===== src/rtl/spi_slave_regfile.sv =====
// spi_slave_regfile: SPI mode-0 responder backed by a REG_NUM x DATA_W register file.
// A frame is cmd[3:0], addr[3:0], then DATA_W data bits, all MSB first. sck, nss and
// mosi are oversampled in the PCLK domain and every protocol decision is taken on
// edges of the synchronized copies, so sck high/low times must span several PCLKs.
module spi_slave_regfile #(
    parameter int DATA_W      = 16,
    parameter int REG_NUM     = 16,
    parameter int SYNC_STAGES = 2
) (
    input  logic              PCLK,
    input  logic              PRSTN,
    input  logic              sck,
    input  logic              nss,
    input  logic              mosi,
    output logic              miso,
    output logic              miso_oe,
    output logic              wr_valid,
    output logic [3:0]        wr_addr,
    output logic [DATA_W-1:0] wr_data,
    output logic              frame_err,
    input  logic [3:0]        dbg_addr,
    output logic [DATA_W-1:0] dbg_rdata
);

    localparam logic [3:0] CMD_WR = 4'b1011;
    localparam logic [3:0] CMD_RD = 4'b1010;
    // Wide enough for both the 4-bit header phases and the data phase.
    localparam int         CNT_W  = (DATA_W > 4) ? $clog2(DATA_W) : 2;

    typedef enum logic [2:0] {
        S_IDLE, S_CMD, S_ADDR, S_WR, S_RD, S_IGN, S_DONE
    } state_t;

    logic [SYNC_STAGES-1:0] r_sck_sync, r_nss_sync, r_mosi_sync;
    logic                   r_sck_d, r_nss_d;
    logic [SYNC_STAGES:0]   r_sync_vld;

    state_t                 r_state;
    logic [CNT_W-1:0]       r_bit_cnt;
    logic [3:0]             r_cmd, r_addr;
    logic [DATA_W-1:0]      r_shreg;
    logic [DATA_W-1:0]      r_regs [REG_NUM];

    logic                   w_sck_s, w_nss_s, w_mosi, w_sync_ok;
    logic                   w_sck_rise, w_sck_fall, w_nss_rise, w_nss_fall;
    logic                   w_last_hdr, w_last_data;
    logic [3:0]             w_addr_next;
    logic [DATA_W-1:0]      w_shift_in, w_rd_snap;

    // Synchronize the SPI pins and keep a one-cycle-delayed copy for edge detection.
    always_ff @(posedge PCLK or negedge PRSTN) begin
        if (!PRSTN) begin
            r_sck_sync  <= '0;
            r_nss_sync  <= '1;
            r_mosi_sync <= '0;
            r_sck_d     <= 1'b0;
            r_nss_d     <= 1'b1;
            r_sync_vld  <= '0;
        end else begin
            r_sck_sync  <= {r_sck_sync[SYNC_STAGES-2:0], sck};
            r_nss_sync  <= {r_nss_sync[SYNC_STAGES-2:0], nss};
            r_mosi_sync <= {r_mosi_sync[SYNC_STAGES-2:0], mosi};
            r_sck_d     <= r_sck_sync[SYNC_STAGES-1];
            r_nss_d     <= r_nss_sync[SYNC_STAGES-1];
            r_sync_vld  <= {r_sync_vld[SYNC_STAGES-1:0], 1'b1};
        end
    end

    assign w_sck_s = r_sck_sync[SYNC_STAGES-1];
    assign w_nss_s = r_nss_sync[SYNC_STAGES-1];
    assign w_mosi  = r_mosi_sync[SYNC_STAGES-1];

    // Edges only count once both the synced value and its delayed copy hold real pin
    // samples. Without this, nss held low across reset would look like a fresh nss
    // fall and the slave would join a frame already in progress.
    assign w_sync_ok  = r_sync_vld[SYNC_STAGES];
    assign w_sck_rise = w_sync_ok &  w_sck_s & ~r_sck_d;
    assign w_sck_fall = w_sync_ok & ~w_sck_s &  r_sck_d;
    assign w_nss_rise = w_sync_ok &  w_nss_s & ~r_nss_d;
    assign w_nss_fall = w_sync_ok & ~w_nss_s &  r_nss_d;

    assign w_last_hdr  = (r_bit_cnt == CNT_W'(3));
    assign w_last_data = (r_bit_cnt == CNT_W'(DATA_W-1));
    assign w_addr_next = {r_addr[2:0], w_mosi};
    assign w_shift_in  = {r_shreg[DATA_W-2:0], w_mosi};
    assign w_rd_snap   = (int'(w_addr_next) < REG_NUM) ? r_regs[w_addr_next] : '0;
    assign dbg_rdata   = (int'(dbg_addr) < REG_NUM) ? r_regs[dbg_addr] : '0;

    // Frame decoder: header shifting, data phase, register commit and miso drive.
    always_ff @(posedge PCLK or negedge PRSTN) begin
        if (!PRSTN) begin
            r_state   <= S_IDLE;
            r_bit_cnt <= '0;
            r_cmd     <= '0;
            r_addr    <= '0;
            r_shreg   <= '0;
            miso      <= 1'b0;
            miso_oe   <= 1'b0;
            wr_valid  <= 1'b0;
            wr_addr   <= '0;
            wr_data   <= '0;
            frame_err <= 1'b0;
            // NOTE: the register file has a defined reset value, so it is cleared with
            // the rest of the state instead of being left as an unreset memory.
            for (int i = 0; i < REG_NUM; i++) begin
                r_regs[i] <= '0;
            end
        end else begin
            wr_valid  <= 1'b0;
            frame_err <= 1'b0;
            if (w_nss_rise && r_state != S_IDLE) begin
                // Only an unfinished frame is an error; IGN and DONE end cleanly.
                frame_err <= (r_state inside {S_CMD, S_ADDR, S_WR, S_RD});
                r_state   <= S_IDLE;
                miso_oe   <= 1'b0;
                miso      <= 1'b0;
            end else begin
                case (r_state)
                    S_IDLE: begin
                        // An sck rise in the same cycle as the nss fall is not counted.
                        if (w_nss_fall) begin
                            r_state   <= S_CMD;
                            r_bit_cnt <= '0;
                        end
                    end
                    S_CMD: begin
                        if (w_sck_rise) begin
                            r_cmd <= {r_cmd[2:0], w_mosi};
                            if (w_last_hdr) begin
                                r_state   <= S_ADDR;
                                r_bit_cnt <= '0;
                            end else begin
                                r_bit_cnt <= r_bit_cnt + 1'b1;
                            end
                        end
                    end
                    S_ADDR: begin
                        if (w_sck_rise) begin
                            r_addr <= w_addr_next;
                            if (w_last_hdr) begin
                                r_bit_cnt <= '0;
                                if (r_cmd == CMD_WR) begin
                                    r_state <= S_WR;
                                end else if (r_cmd == CMD_RD) begin
                                    // Snapshot now so the frame in flight is immune to later writes.
                                    r_state <= S_RD;
                                    r_shreg <= w_rd_snap;
                                    miso_oe <= 1'b1;
                                end else begin
                                    r_state <= S_IGN;
                                end
                            end else begin
                                r_bit_cnt <= r_bit_cnt + 1'b1;
                            end
                        end
                    end
                    S_WR: begin
                        if (w_sck_rise) begin
                            r_shreg <= w_shift_in;
                            if (w_last_data) begin
                                if (int'(r_addr) < REG_NUM) begin
                                    r_regs[r_addr] <= w_shift_in;
                                end
                                wr_valid <= 1'b1;
                                wr_addr  <= r_addr;
                                wr_data  <= w_shift_in;
                                r_state  <= S_DONE;
                            end else begin
                                r_bit_cnt <= r_bit_cnt + 1'b1;
                            end
                        end
                    end
                    S_RD: begin
                        if (w_sck_fall) begin
                            miso    <= r_shreg[DATA_W-1];
                            r_shreg <= r_shreg << 1;
                        end else if (w_sck_rise) begin
                            if (w_last_data) begin
                                r_state <= S_DONE;
                                miso_oe <= 1'b0;
                                miso    <= 1'b0;
                            end else begin
                                r_bit_cnt <= r_bit_cnt + 1'b1;
                            end
                        end
                    end
                    S_IGN, S_DONE: begin
                        miso_oe <= 1'b0;
                    end
                    default: begin
                        r_state <= S_IDLE;
                    end
                endcase
            end
        end
    end

endmodule


===== config.mk =====
export PLATFORM = sky130hd
export DESIGN_NAME = spi_slave_regfile
export DESIGN_NICKNAME = d
export VERILOG_FILES = /design/src/rtl/spi_slave_regfile.sv
export SDC_FILE = /design/constraint.sdc
export NUM_CORES = 1
export LEC_CHECK = 0
export CAP_MARGIN = 5
export CELL_PAD_IN_SITES_DETAIL_PLACEMENT = 0
export CELL_PAD_IN_SITES_GLOBAL_PLACEMENT = 1
export CORE_UTILIZATION = 53
export DETAILED_ROUTE_END_ITERATION = 7
export PLACE_DENSITY_LB_ADDON = 0.1
export REMOVE_ABC_BUFFERS = 1
export SYNTH_ARGS = -nofsm -noshare
export SYNTH_HDL_FRONTEND = slang
export SYNTH_SLANG_ARGS = --single-unit
export TNS_END_PERCENT = 10

===== constraint.sdc =====
create_clock -name PCLK -period 4.55 [get_ports PCLK]
set_input_delay 0.91 -clock PCLK [delete_from_list [all_inputs] [get_ports PCLK]]
set_output_delay 0.91 -clock PCLK [all_outputs]
set_load 0.01 [all_outputs]

==> reports/summary.txt <==
Crit-path max cell delay: 0.56 ns
TNS Setup: 0 ns
Final wirelength: 44,200 um
GP Congestion: 0.845
Most used cell, CP: mux4_2
Buffers on Ports: 48
Vias in the first global route: 10,600
Sw Share: 30.5%
Row Count: 64
Initial Util: 54.3%
Setup violations, final: 0
Global-route wire length before repair: 68,900 um
Power Dens Cells: 404 mW/mm2
Comb power frac: 14.1%
Vias per Instance: 6.61
CTS tree: yes
Yosys top cell area share: 47.7%
Total CTS buffers: 37
Met3 wire length: 2700 um
Crit path launch: dbg_addr[0]
Tcrit/Tclk final: 85.9%
Pint: 5.27 mW
Largest net degree at the start of global routing: 92
HPWL Detailed: 26,500 um
RSZ-0062 raised after global routing: false
Async SR Flop Fraction: 100%
Initial antenna violation count: 0
Slew margin rel.: 37.6%
Clk pin slew, worst setup/hold paths: 0.06 ns
Psw: 2.31 mW
Hold Startpoint: r_sync_vld[1]
Die ar.: 0.0323 mm2
Lkg Pwr: 8.60 nW
Sink Count: 322
H-tree levels: 2
Number of gates resized after cts: 0
DP Area: 0.0175 mm2
Crit path buf inv count: 3
Die width: 180 um
Synth unique cells: 65
Synth Instances: 1,154
Pre-antenna DRT Iters: 7
Post-route ant nets: 0
Setup bufs post-CTS: 0
WL/cell: 28.0 um
Avg Inst Size Synth: 14.5 um2
Sequential area share after synthesis: 48.2%
Worst Hold Class: flop to flop
Sequential Power Share: 45.7%
R2r setup slk: 1.03 ns
GRT Total Usage: 28.3%
Worst Skew: 0.0153 ns
Reg2Reg Launch Point: r_state[0]
Layout cells sized above 1: 44.2%
FF-to-FF path depth: 7
I/O pin total: 49
Remaining DRCs: 0
DR vias: 10,400
Final Core Density: 60.9%
Critical Path Source Type: primary input
Crit Path Max Fanout: 27
Final Cell Area: 0.0188 mm2
Final Hold Vio Count: 0
Worst reg2reg endpoint: r_regs[25]
Worst skew pair latency: 0.52 ns
Main flop type after synthesis: dfrtp_1
Slowest stage cell, crit path: mux4_2
Critical Path Sink Type: primary output
Critical path class: primary input to primary output
Initial DRC Count: 843
Number of flops mapped to enable cells by yosys: 0
Ys Warns: 0
Synth-to-layout area growth: 12.2%
Crit-path leading delay family: multiplexers
Actual slew at the worst max-slew pin: 0.934 ns
Critical path destination: dbg_rdata[10]
Status: complete, no violations
Power share of the clock group: 40.2%
Final number of max-transition violations: 0
Top Metal Used: met4
# hold bufs at CTS: 0
Worst path cell trace: buf_4 -> buf_12 -> mux4_2 -> mux4_2 -> clkdlybuf4s50_1
Antenna diode instance count: 0
Critical path required time: 3.64 ns
Synthesized cell area: 0.0167 mm2
Post-route minimum period: 3.91 ns
Critical path depth: 5
Clock buffer depth: 3
Fill count: 2,385
Max cap viols: 0
Maximum clock frequency: 256 MHz
Data arrival, critical path: 3.00 ns
FF+latch count, synth: 322
Die Ht: 180 um
Peak supply drop: 0.319 mV
GRT overflow: 0
Clock tree root buffer cell: clkbuf_16
Met2 routed WL: 20,900 um
Met1 wire length: 19,500 um
Nets: 1,170
Core area: 0.0308 mm2
Largest cells by area after synthesis: dfrtp_1 48%, mux2_2 16%, mux4_2 15%
Cell taking the most area after synthesis: dfrtp_1
==> cells in the mapped netlist, types with 5 or more instances <==
library cell / count
buf_1: 34
nor2_1: 18
mux4_2: 112
mux2i_1: 17
o21a_1: 7
mux2_2: 231
nor3_1: 12
nand2b_1: 5
a21oi_1: 6
buf_2: 11
buf_6: 13
clkbuf_1: 56
o22ai_1: 10
and3b_1: 5
o21ai_0: 39
a221oi_1: 24
nand3_1: 13
a221o_1: 16
a211oi_1: 9
nand2_1: 44
nand3_4: 7
o311ai_0: 7
o22a_1: 9
mux2_4: 56
a31oi_1: 9
dfrtp_1: 319
==> metal layers <==
metal	GRT usage (%)	vias up
met5	0	-
met3	5.53	82
met1	40.8	5564
met4	8.17	0
met2	44.0	328
li1	-	4458
==> logic make-up (layout without fill, tap and decap cells) <==
group                      Yosys count  after routing  synth area share, %
DFF                                322            322                 48.2
muxes                              417            417                 36.7
other                                1              1               0.0224
AOI/OAI and AO/OA                  151            151                 6.65
buffers and inverters              122            150                 3.45
adders and majority gates            1              1               0.0747
and+or+nand+nor                    140            140                 4.91
==> how the worst min path moves through the flow <==
stage | slack [ns] | depth (start not counted) | to
CTS | 0.35 | 0 | r_sync_vld[2]
floorplan | 0.33 | 0 | r_mosi_sync[1]
global placement | 0.33 | 0 | r_sync_vld[2]
finish | 0.35 | 0 | r_sync_vld[2]
detailed placement | 0.33 | 0 | r_sync_vld[2]
global route | 0.36 | 0 | r_sync_vld[2]
==> power groups by stage <==
stage          clock [mW]  combinational [mW]  sequential (mW)
2_1_floorplan           0               0.587             3.36
3_3_place_gp            0                1.05             3.51
3_5_place_dp            0                1.07             3.51
4_1_cts              3.10                1.07             3.46
5_1_grt              3.22                1.17             3.52
6_report             3.05                1.07             3.47
==> placed cells by master, fill, tap and decap left out, types with 5 or more instances in the layout <==
| cell type | Yosys | layout |
|---|---|---|
| clkbuf_1 | 56 | 6 |
| o21a_1 | 7 | 7 |
| o21ai_0 | 39 | 39 |
| clkdlybuf4s50_1 | 0 | 45 |
| nand2_1 | 44 | 44 |
| o22ai_1 | 10 | 10 |
| mux2_2 | 231 | 231 |
| nor3_1 | 12 | 11 |
| and3b_1 | 5 | 5 |
| nand3_1 | 13 | 13 |
| o22a_1 | 9 | 9 |
| a211oi_1 | 9 | 9 |
| a31oi_1 | 9 | 9 |
| clkbuf_8 | 0 | 10 |
| clkbuf_16 | 0 | 37 |
| dfrtp_1 | 319 | 317 |
| mux2_4 | 56 | 56 |
| nand2b_1 | 5 | 5 |
| a221o_1 | 16 | 16 |
| a221oi_1 | 24 | 24 |
| a21oi_1 | 6 | 6 |
| nor2_1 | 18 | 18 |
| buf_12 | 0 | 7 |
| nand3_4 | 7 | 7 |
| buf_4 | 2 | 30 |
| mux2i_1 | 17 | 17 |
| mux4_2 | 112 | 112 |
| o311ai_0 | 7 | 7 |
==> layout make-up <==
type	count	area, um2	share of cell area, %
multi-input cells	710	8120	43.3
flip-flops and latches	322	8070	43.0
clock buffers	53	1090	5.79
repair buffers	84	836	4.45
well taps	396	495	2.64
clock inverters	8	148	0.787
inverters	5	18.8	0.100
==> flip-flops by register name (all words and copies together), names as in the netlist <==
signal / count
r_shreg: 16
frame_err: 1
wr_data: 16
r_mosi_sync: 2
r_bit_cnt: 4
r_sck_d: 1
miso: 1
r_state: 3
r_sck_sync: 2
r_nss_sync: 2
wr_addr: 4
r_regs: 256
r_nss_d: 1
r_addr: 4
wr_valid: 1
miso_oe: 1
r_sync_vld: 3
r_cmd: 4
==> per-stage QoR <==
stage / hold slack [ns] / instances / worst slack [ns] / power, mW
2_1_floorplan: 0.331 / 1037 / -0.545 / 3.94
3_3_place_gp: 0.332 / 1517 / 0.675 / 4.56
3_5_place_dp: 0.335 / 1517 / 0.634 / 4.58
4_1_cts: 0.348 / 1578 / 0.631 / 7.62
5_1_grt: 0.358 / 1578 / 0.570 / 7.90
6_report: 0.348 / 1578 / 0.643 / 7.58
Note: power is estimated with default switching activity, not from simulation.
